File: src/rtl/cell_fetch_pkg.sv
// cell_fetch_pkg: fetch FSM state encodings and the cell geometry defaults shared with the cell cache and the cell buffer
package cell_fetch_pkg;
  localparam int CELL_WIDTH_DEF = 768;
  localparam int CELL_NUM_DEF = 1200;
  typedef enum logic [1:0] {IDLE, FETCH, DRAIN} state_t;
endpackage

File: src/rtl/cell_fetch_fifo.sv
// cell_fetch_fifo: 2-entry FIFO with registered head (ports clk, rst async, flush, push/din, pop, dout = head, cnt = occupancy)
module cell_fetch_fifo #(
  parameter int W = 8
) (
  input  logic         clk,
  input  logic         rst,
  input  logic         flush,
  input  logic         push,
  input  logic         pop,
  input  logic [W-1:0] din,
  output logic [W-1:0] dout,
  output logic [1:0]   cnt
);
  logic [W-1:0] e1;
  always_ff @(posedge clk or posedge rst)
    if (rst) begin
      dout <= '0;
      e1 <= '0;
      cnt <= '0;
    end else if (flush) begin
      dout <= '0;
      cnt <= '0;
    end else begin
      dout <= pop ? ((push && cnt == 2'd1) ? din : e1) : ((push && cnt == 2'd0) ? din : dout);
      e1 <= (push && (pop ? cnt == 2'd2 : cnt == 2'd1)) ? din : e1;
      cnt <= cnt + 2'(push) - 2'(pop);
    end
endmodule

File: src/rtl/cell_fetch.sv
// cell_fetch: streams cells 0..CELL_NUM-1 from the cache read port to a valid/ready consumer (ports clk, rst async, start_i, busy_o, done_o, cell_rd_*, cell_data_o/idx_o/valid_o, cell_ready_i; optional abort_i under CELL_FETCH_ABORT_EN)
module cell_fetch import cell_fetch_pkg::*; #(
  parameter int CELL_WIDTH = CELL_WIDTH_DEF,
  parameter int CELL_NUM = CELL_NUM_DEF,
  localparam int CELL_ADDR_W = $clog2(CELL_NUM)
) (
  input  logic                   clk,
  input  logic                   rst,
`ifdef CELL_FETCH_ABORT_EN
  input  logic                   abort_i,
`endif
  input  logic                   start_i,
  output logic                   busy_o,
  output logic                   done_o,
  output logic                   cell_rd_en_o,
  output logic [CELL_ADDR_W-1:0] cell_rd_addr_o,
  input  logic [CELL_WIDTH-1:0]  cell_rd_data_i,
  output logic [CELL_WIDTH-1:0]  cell_data_o,
  output logic [CELL_ADDR_W-1:0] cell_idx_o,
  output logic                   cell_valid_o,
  input  logic                   cell_ready_i
);
  localparam logic [CELL_ADDR_W-1:0] LAST = CELL_ADDR_W'(CELL_NUM - 1);
  state_t state_q, state_d;
  logic abort_in, abort, accept, pop, issue, last_pop, inflight_q;
  logic [CELL_ADDR_W-1:0] addr_q, inflight_idx_q;
  logic [1:0] cnt;
`ifdef CELL_FETCH_ABORT_EN
  assign abort_in = abort_i;
`else
  assign abort_in = 1'b0;
`endif
  assign busy_o = state_q != IDLE;
  assign abort = abort_in & busy_o;
  assign accept = (state_q == IDLE) & start_i & ~abort_in;
  assign pop = cell_valid_o & cell_ready_i;
  assign last_pop = pop & (cell_idx_o == LAST);
  assign issue = (state_q == FETCH) & ~abort & ({1'b0, cnt} + {2'b0, inflight_q} < 3'd2 + {2'b0, pop});
  assign cell_rd_en_o = issue;
  assign cell_rd_addr_o = addr_q;
  assign cell_valid_o = |cnt;
  always_comb begin
    state_d = state_q;
    case (state_q)
      IDLE:    state_d = accept ? FETCH : IDLE;
      FETCH:   state_d = (issue && addr_q == LAST) ? DRAIN : FETCH;
      DRAIN:   state_d = last_pop ? IDLE : DRAIN;
      default: state_d = IDLE;
    endcase
    state_d = abort ? IDLE : state_d;
  end
  always_ff @(posedge clk or posedge rst)
    if (rst) begin
      state_q <= IDLE;
      addr_q <= '0;
      inflight_q <= 1'b0;
      inflight_idx_q <= '0;
      done_o <= 1'b0;
    end else begin
      state_q <= state_d;
      addr_q <= accept ? '0 : (issue && addr_q != LAST) ? addr_q + CELL_ADDR_W'(1) : addr_q;
      inflight_q <= issue;
      inflight_idx_q <= addr_q;
      done_o <= (state_q == DRAIN) & last_pop & ~abort;
    end
  cell_fetch_fifo #(.W(CELL_WIDTH + CELL_ADDR_W)) u_fifo (
    .clk(clk),
    .rst(rst),
    .flush(abort),
    .push(inflight_q),
    .pop(pop),
    .din({inflight_idx_q, cell_rd_data_i}),
    .dout({cell_idx_o, cell_data_o}),
    .cnt(cnt)
  );
endmodule

File: config.mk
export PLATFORM = sky130hd
export DESIGN_NAME = cell_fetch
export DESIGN_NICKNAME = d
export VERILOG_FILES = /design/src/rtl/cell_fetch_pkg.sv /design/src/rtl/cell_fetch_fifo.sv /design/src/rtl/cell_fetch.sv
export SDC_FILE = /design/constraint.sdc
export NUM_CORES = 2
export LEC_CHECK = 0
export ABC_AREA = 0
export CORE_AREA = 2 2 611 613
export DETAILED_ROUTE_END_ITERATION = 12
export DIE_AREA = 0 0 613 615
export GPL_TIMING_DRIVEN = 0
export SLEW_MARGIN = 20
export SYNTH_ARGS = -nofsm -noshare
export SYNTH_HDL_FRONTEND = slang
export SYNTH_SLANG_ARGS = --single-unit
File: constraint.sdc
create_clock -name clk -period 66.6 [get_ports clk]
set_input_delay 9.99 -clock clk [delete_from_list [all_inputs] [get_ports clk]]
set_output_delay 9.99 -clock clk [all_outputs]
set_load 0.01 [all_outputs]
Yosys cells after proc, flatten, opt, wreduce, memory -nomap -nowiden
Index checks and enable logic that the tools add are counted.
{ "word_totals": {"mem_bits_rw": 0, "inputBits": 772, "word_cells": 47, "mem_bits_ro": 0, "register_bits": 1586, "latchBits": 0, "output_inout_bits": 794, "mem_count": 0} }
{ "op_classes": {"mul": 0, "addsub": 5, "eq_ne": 7, "div_mod_pow": 0, "order_cmp": 1, "n_bitwise": 5, "shift": 0, "n_reduce_logical": 11, "mux": 10} }
{ "op_table": {"columns": ["operator", "count"], "rows": [
  ["two-way mux 779 bit", 3],
  ["== test 11 bit, second input constant", 2],
  ["two-way mux 11 bit", 2],
  ["adder 11 x 1 -> 11 bit, second input constant", 1],
  ["inequality test 11 bit, second input constant", 1],
  ["one-hot mux 2 bit (3 select lines)", 1],
  ["nonzero test 2 bit", 3],
  ["bitwise AND 1 bit", 5],
  ["logical AND 1 bit", 5],
  ["== test 2 x 1 -> 1 bit, second input constant", 2],
  ["== test 2 bit, second input constant", 2],
  ["zero test 2 bit", 2],
  ["two-way mux 2 bit", 2],
  ["adder 2 x 1 -> 3 bit", 1],
  ["adder 2 x 1 -> 3 bit, first input constant", 1],
  ["< comparator 3 bit", 1],
  ["adder 2 x 1 -> 2 bit", 1],
  ["two-way mux 1 bit", 2],
  ["OR reduction 2 bit", 1],
  ["subtractor 2 x 1 -> 2 bit", 1]
]} }

Logic depth before layout (Yosys ltp)
{ "depth": {"ltp_word": 8, "ltp_mapped": 8, "mapped_depth_nobuf": 7} }

Cells and area by module
Synthesis repeated with hierarchy kept, for this count alone.
{ "hier_totals": {"hier_cells": 7127, "area_unflattened_um2": 81344.3} }
{ "by_module_without_submodules": {"columns": ["module", "seq_area_each_um2", "area_each_um2", "instances", "cells_each"], "rows": [
  ["cell_fetch_fifo", 39037.4, 80193.2, 1, 7031],
  ["cell_fetch", 650.6, 1151.1, 1, 96]
]} }

Least setup slack after synthesis
No wires, ideal clock.
{ "synth_timing": {"path_kind": "input to output", "start": "input port cell_ready_i", "end": "output port cell_rd_en_o", "stages": 4, "t_arrival_ns": 10.659, "n_path_buf": 1, "setup_slack_ns": 45.951, "required_ns": 56.610, "cell_sequence": "o21ai_2 -> o21a_1 -> clkbuf_1 -> nor2_1"} }
{ "synth_between": {"elab_chain_len": 4} }
{ "synth_lines": {"columns": ["item", "line", "source"], "rows": [
  ["start: declaration", "cell_fetch.sv:21", "input logic cell_ready_i"],
  ["bitwise AND 1 bit", "cell_fetch.sv:36", "assign pop = cell_valid_o & cell_ready_i;"],
  ["adder 2 x 1 -> 3 bit", "cell_fetch.sv:38", "assign issue = (state_q == FETCH) & ~abort & ({1'b0, cnt} + {2'b0, inflight_q} < 3'd2 + {2'b0, pop});"],
  ["< comparator 3 bit", "cell_fetch.sv:38", null],
  ["bitwise AND 1 bit", "cell_fetch.sv:38", null],
  ["end: declaration", "cell_fetch.sv:15", "output logic cell_rd_en_o,"]
]} }
Every way passes these cells.

Final worst setup path
Same ends and word-level chain as after synthesis.

==> flow_summary.toml <==
[setup_path]
crit_family = "buffers and inverters"
reg2reg_from = "inflight_q"
critPathLaunch = "cell_ready_i"
reg2reg_depth = 8
cp.depth = 6
cp.arrival_ps = 12360
timing.rr.end = "u_fifo.dout[172]"
cp_cell_sequence = "clkdlybuf4s50_1, o21ai_2, o21a_1, clkbuf_1, nor2_1, clkdlybuf4s50_1"
critPathMaxStageDelay_ps = 920
crit_required_ps = 56610
cp-end-kind = "primary output"
cpMaxStageDelayCell = "clkdlybuf4s50_1"
worst-path-buf-inv = 3
rrSetupSlack_ps = 63300
crit_fanout = 10
critPathKind = "primary input to primary output"
worstSetupStartpointType = "primary input"
endpoint = "cell_rd_en_o"
cp_common_cell = "clkdlybuf4s50_1"

[sta]
relSlewSlack = 0.385
final.min_clock_period_ps = 22350
drv_slew = 0
tightest_slew_ps = 922
whs_ps = 490
max_freq_ghz = 0.0447
rsz0062_at_grt = "no"
fin_crit_sh = 0.336
hold_viol = 0
finalSetupViolations = 0
clock_skew_ps = 93.4

[layout]
drive_gt1_frac = 0.149
fin_cells = 11300
fillers = 38400
area_growth_syn_to_layout_pct = 45.7
fin_nets = 6919

[power]
power_frac_seq = 0.343
power.density_mw_per_mm2 = 56.5
intPower_uw = 3280
clkPwrFrac = 0.210
power.switching_uw = 1940
leakagePower_uw = 0.0418
switching_share = 0.371
pwr-share-comb = 0.448
ir_drop_mv = 0.0262

[route]
drtPass1Iterations = 5
num_vias = 48000
drtIter0Drc = 3470
via_per_inst = 4.25
postRouteWirelength_um = 339000
ant_nets = 0
routed_wire_length_per_instance_um = 30.0
post-route-drc-count = 0

[hold_path]
holdCritPathClass = "flop to flop"
holdCritStartpoint = "inflight_idx_q[1]"

[yosys]
synth_cells = 4365
synth_area_leaders = "dfrtp_1 (63%), a22o_1 (11%), a21o_1 (9.2%)"
yosys_warnings = 0
synthSimpleGateAreaFrac = 0.00505
synth-seq-cells = 1586
synthAdderAreaFrac = 0.000985
synth_top_area_share = 0.625
synth_edf_count = 0
ys.flop_type = "dfrtp_1"
synth_cell_types = 42
synthTopCellsByCount = "dfrtp_1 (1586), a21o_1 (780), a22o_1 (779)"
synth_top_area_cell = "dfrtp_1"
ys_async_sr_fraction = 1.00
synth_compound_area_frac = 0.202
syn_nets = 5142
synthXorXnorAreaFrac = 0.000276
synth_area_mm2 = 0.0635
synth_top_family_by_area = "compound AO/OA/AOI/OAI gates"
avgSynthCellArea_um2 = 14.5
synth.most_common_cell = "dfrtp_1"
yosysSeqAreaShare = 0.625
synth.mux.area_fraction = 0.139

[clock_tree]
ctsHoldBuffers = 0
clock-sinks = 1586
cts_tree = "done"
post-cts-setup-buffers = 0
htree_levels = 4
insertion_delay_ps = 910
clk_path_buf_depth = 4
clkTransAtPathRegs_ps = 50
cts_made_buffers = 191
cts_resized = 0
root_buffer = "clkbuf_16"

[placement]
dp_cells = 10900
io_buffers = 1565
gp_congestion = 0.914
dp_hpwl_um = 279000

[floorplan]
rows = 224
core-area_mm2 = 0.371
die_width_um = 613
die_area_mm2 = 0.377
die_h_um = 615
pin_count = 1566
start_util = 0.171

[outcome]
status = "finished clean"

[global_routing]
antenna_found_initial = 188
grt_overflow = 0
grt_pass1_wl_um = 451000
grt_max_degree = 104
grt_pass1_vias = 50500
grt_usage = 0.174

[flow_run]
cap_violations = 0
==> layout make-up <==
class                      instances  area, um^2  area share
timing repair buffer            1584       16200       0.175
antenna                           42         105     0.00114
sequential                      1586       39700       0.429
multi-input combinational       2424       22000       0.238
buffer                           348        1750      0.0189
clock inverter                    64         945      0.0102
clock buffer                     278        5560      0.0601
tap                             4972        6220      0.0672
inverter                           7        33.8    0.000365
==> metrics by stage <==
step | worst slack [ps] | util | setup TNS, ps | area [um^2] | total power [uW]
floorplan | 11860 | - | 0 | 63500 | 2910
global placement | -5500 | 0.230 | -7407820 | 85400 | 4100
detailed placement | 44150 | 0.232 | 0 | 85900 | 4170
CTS | 44140 | 0.249 | 0 | 92400 | 5290
global route | 44130 | 0.249 | 0 | 92400 | 5490
finish | 44250 | 0.249 | 0 | 92500 | 5230
==> power groups by stage <==
stage / Clock, uW / Combinational (uW) / Sequential [uW]
detailed placement: 0 / 2370 / 1800
global placement: 0 / 2310 / 1790
global route: 1160 / 2490 / 1840
CTS: 1120 / 2390 / 1790
finish: 1090 / 2340 / 1790
floorplan: 0 / 1090 / 1830
==> sequential cells by signal, indices dropped and copies added (netlist names) <==
register,cells
inflight_q,1
state_q,2
u_fifo.cnt,2
u_fifo.dout,779
cell_rd_addr_o,11
u_fifo.e1,779
done_o,1
inflight_idx_q,11
==> how the worst min path moves through the flow <==
stage / end / cells after the start
2_1_floorplan: u_fifo.dout[768] / 1
3_3_place_gp: inflight_idx_q[10] / 0
3_5_place_dp: u_fifo.dout[775] / 1
4_1_cts: u_fifo.e1[287] / 1
5_1_grt: u_fifo.e1[387] / 1
6_report: u_fifo.dout[769] / 1
==> layer usage <==
metal	wire, um	vias to the layer above	global-route usage	share of wire
met5	989	-	0	0.0029
met4	20400	156	0.0897	0.060
met3	41700	709	0.0935	0.12
met2	155000	2079	0.277	0.46
met1	122000	25000	0.185	0.36
li1	-	20000	-	-
==> placed cells by master (no fill, tap or decap), types with 3 or more instances in the layout <==
cell type / instances
dfrtp_1: 1586
clkdlybuf4s50_1: 1565
a21o_1: 780
a22o_1: 779
mux2_1: 400
mux2_2: 380
clkbuf_16: 191
buf_2: 177
clkbuf_1: 151
buf_4: 50
clkbuf_8: 45
diode_2: 42
clkinv_2: 27
buf_16: 18
bufinv_16: 17
nand2_1: 11
buf_1: 8
nand2b_1: 6
nor2_1: 5
buf_6: 5
nand3_1: 5
nand4_1: 5
nor4_1: 5
mux2i_1: 5
ha_1: 5
clkinv_8: 5
and3_1: 4
inv_1: 4
clkinvlp_4: 4
nor3b_1: 3
inv_8: 3
a21oi_1: 3
inv_6: 3
clkinv_16: 3
==> kinds of logic after synthesis <==
kind of cell             count (synthesis)
buffers and inverters                  355
XOR/XNOR                                 2
AND/OR/NAND/NOR                         56
flip-flops                            1586
multiplexers                           785
AO/OA/AOI/OAI                         1576
adder cells (fa/ha/maj)                  5
No activity file was read; power rests on OpenSTA's default activity.
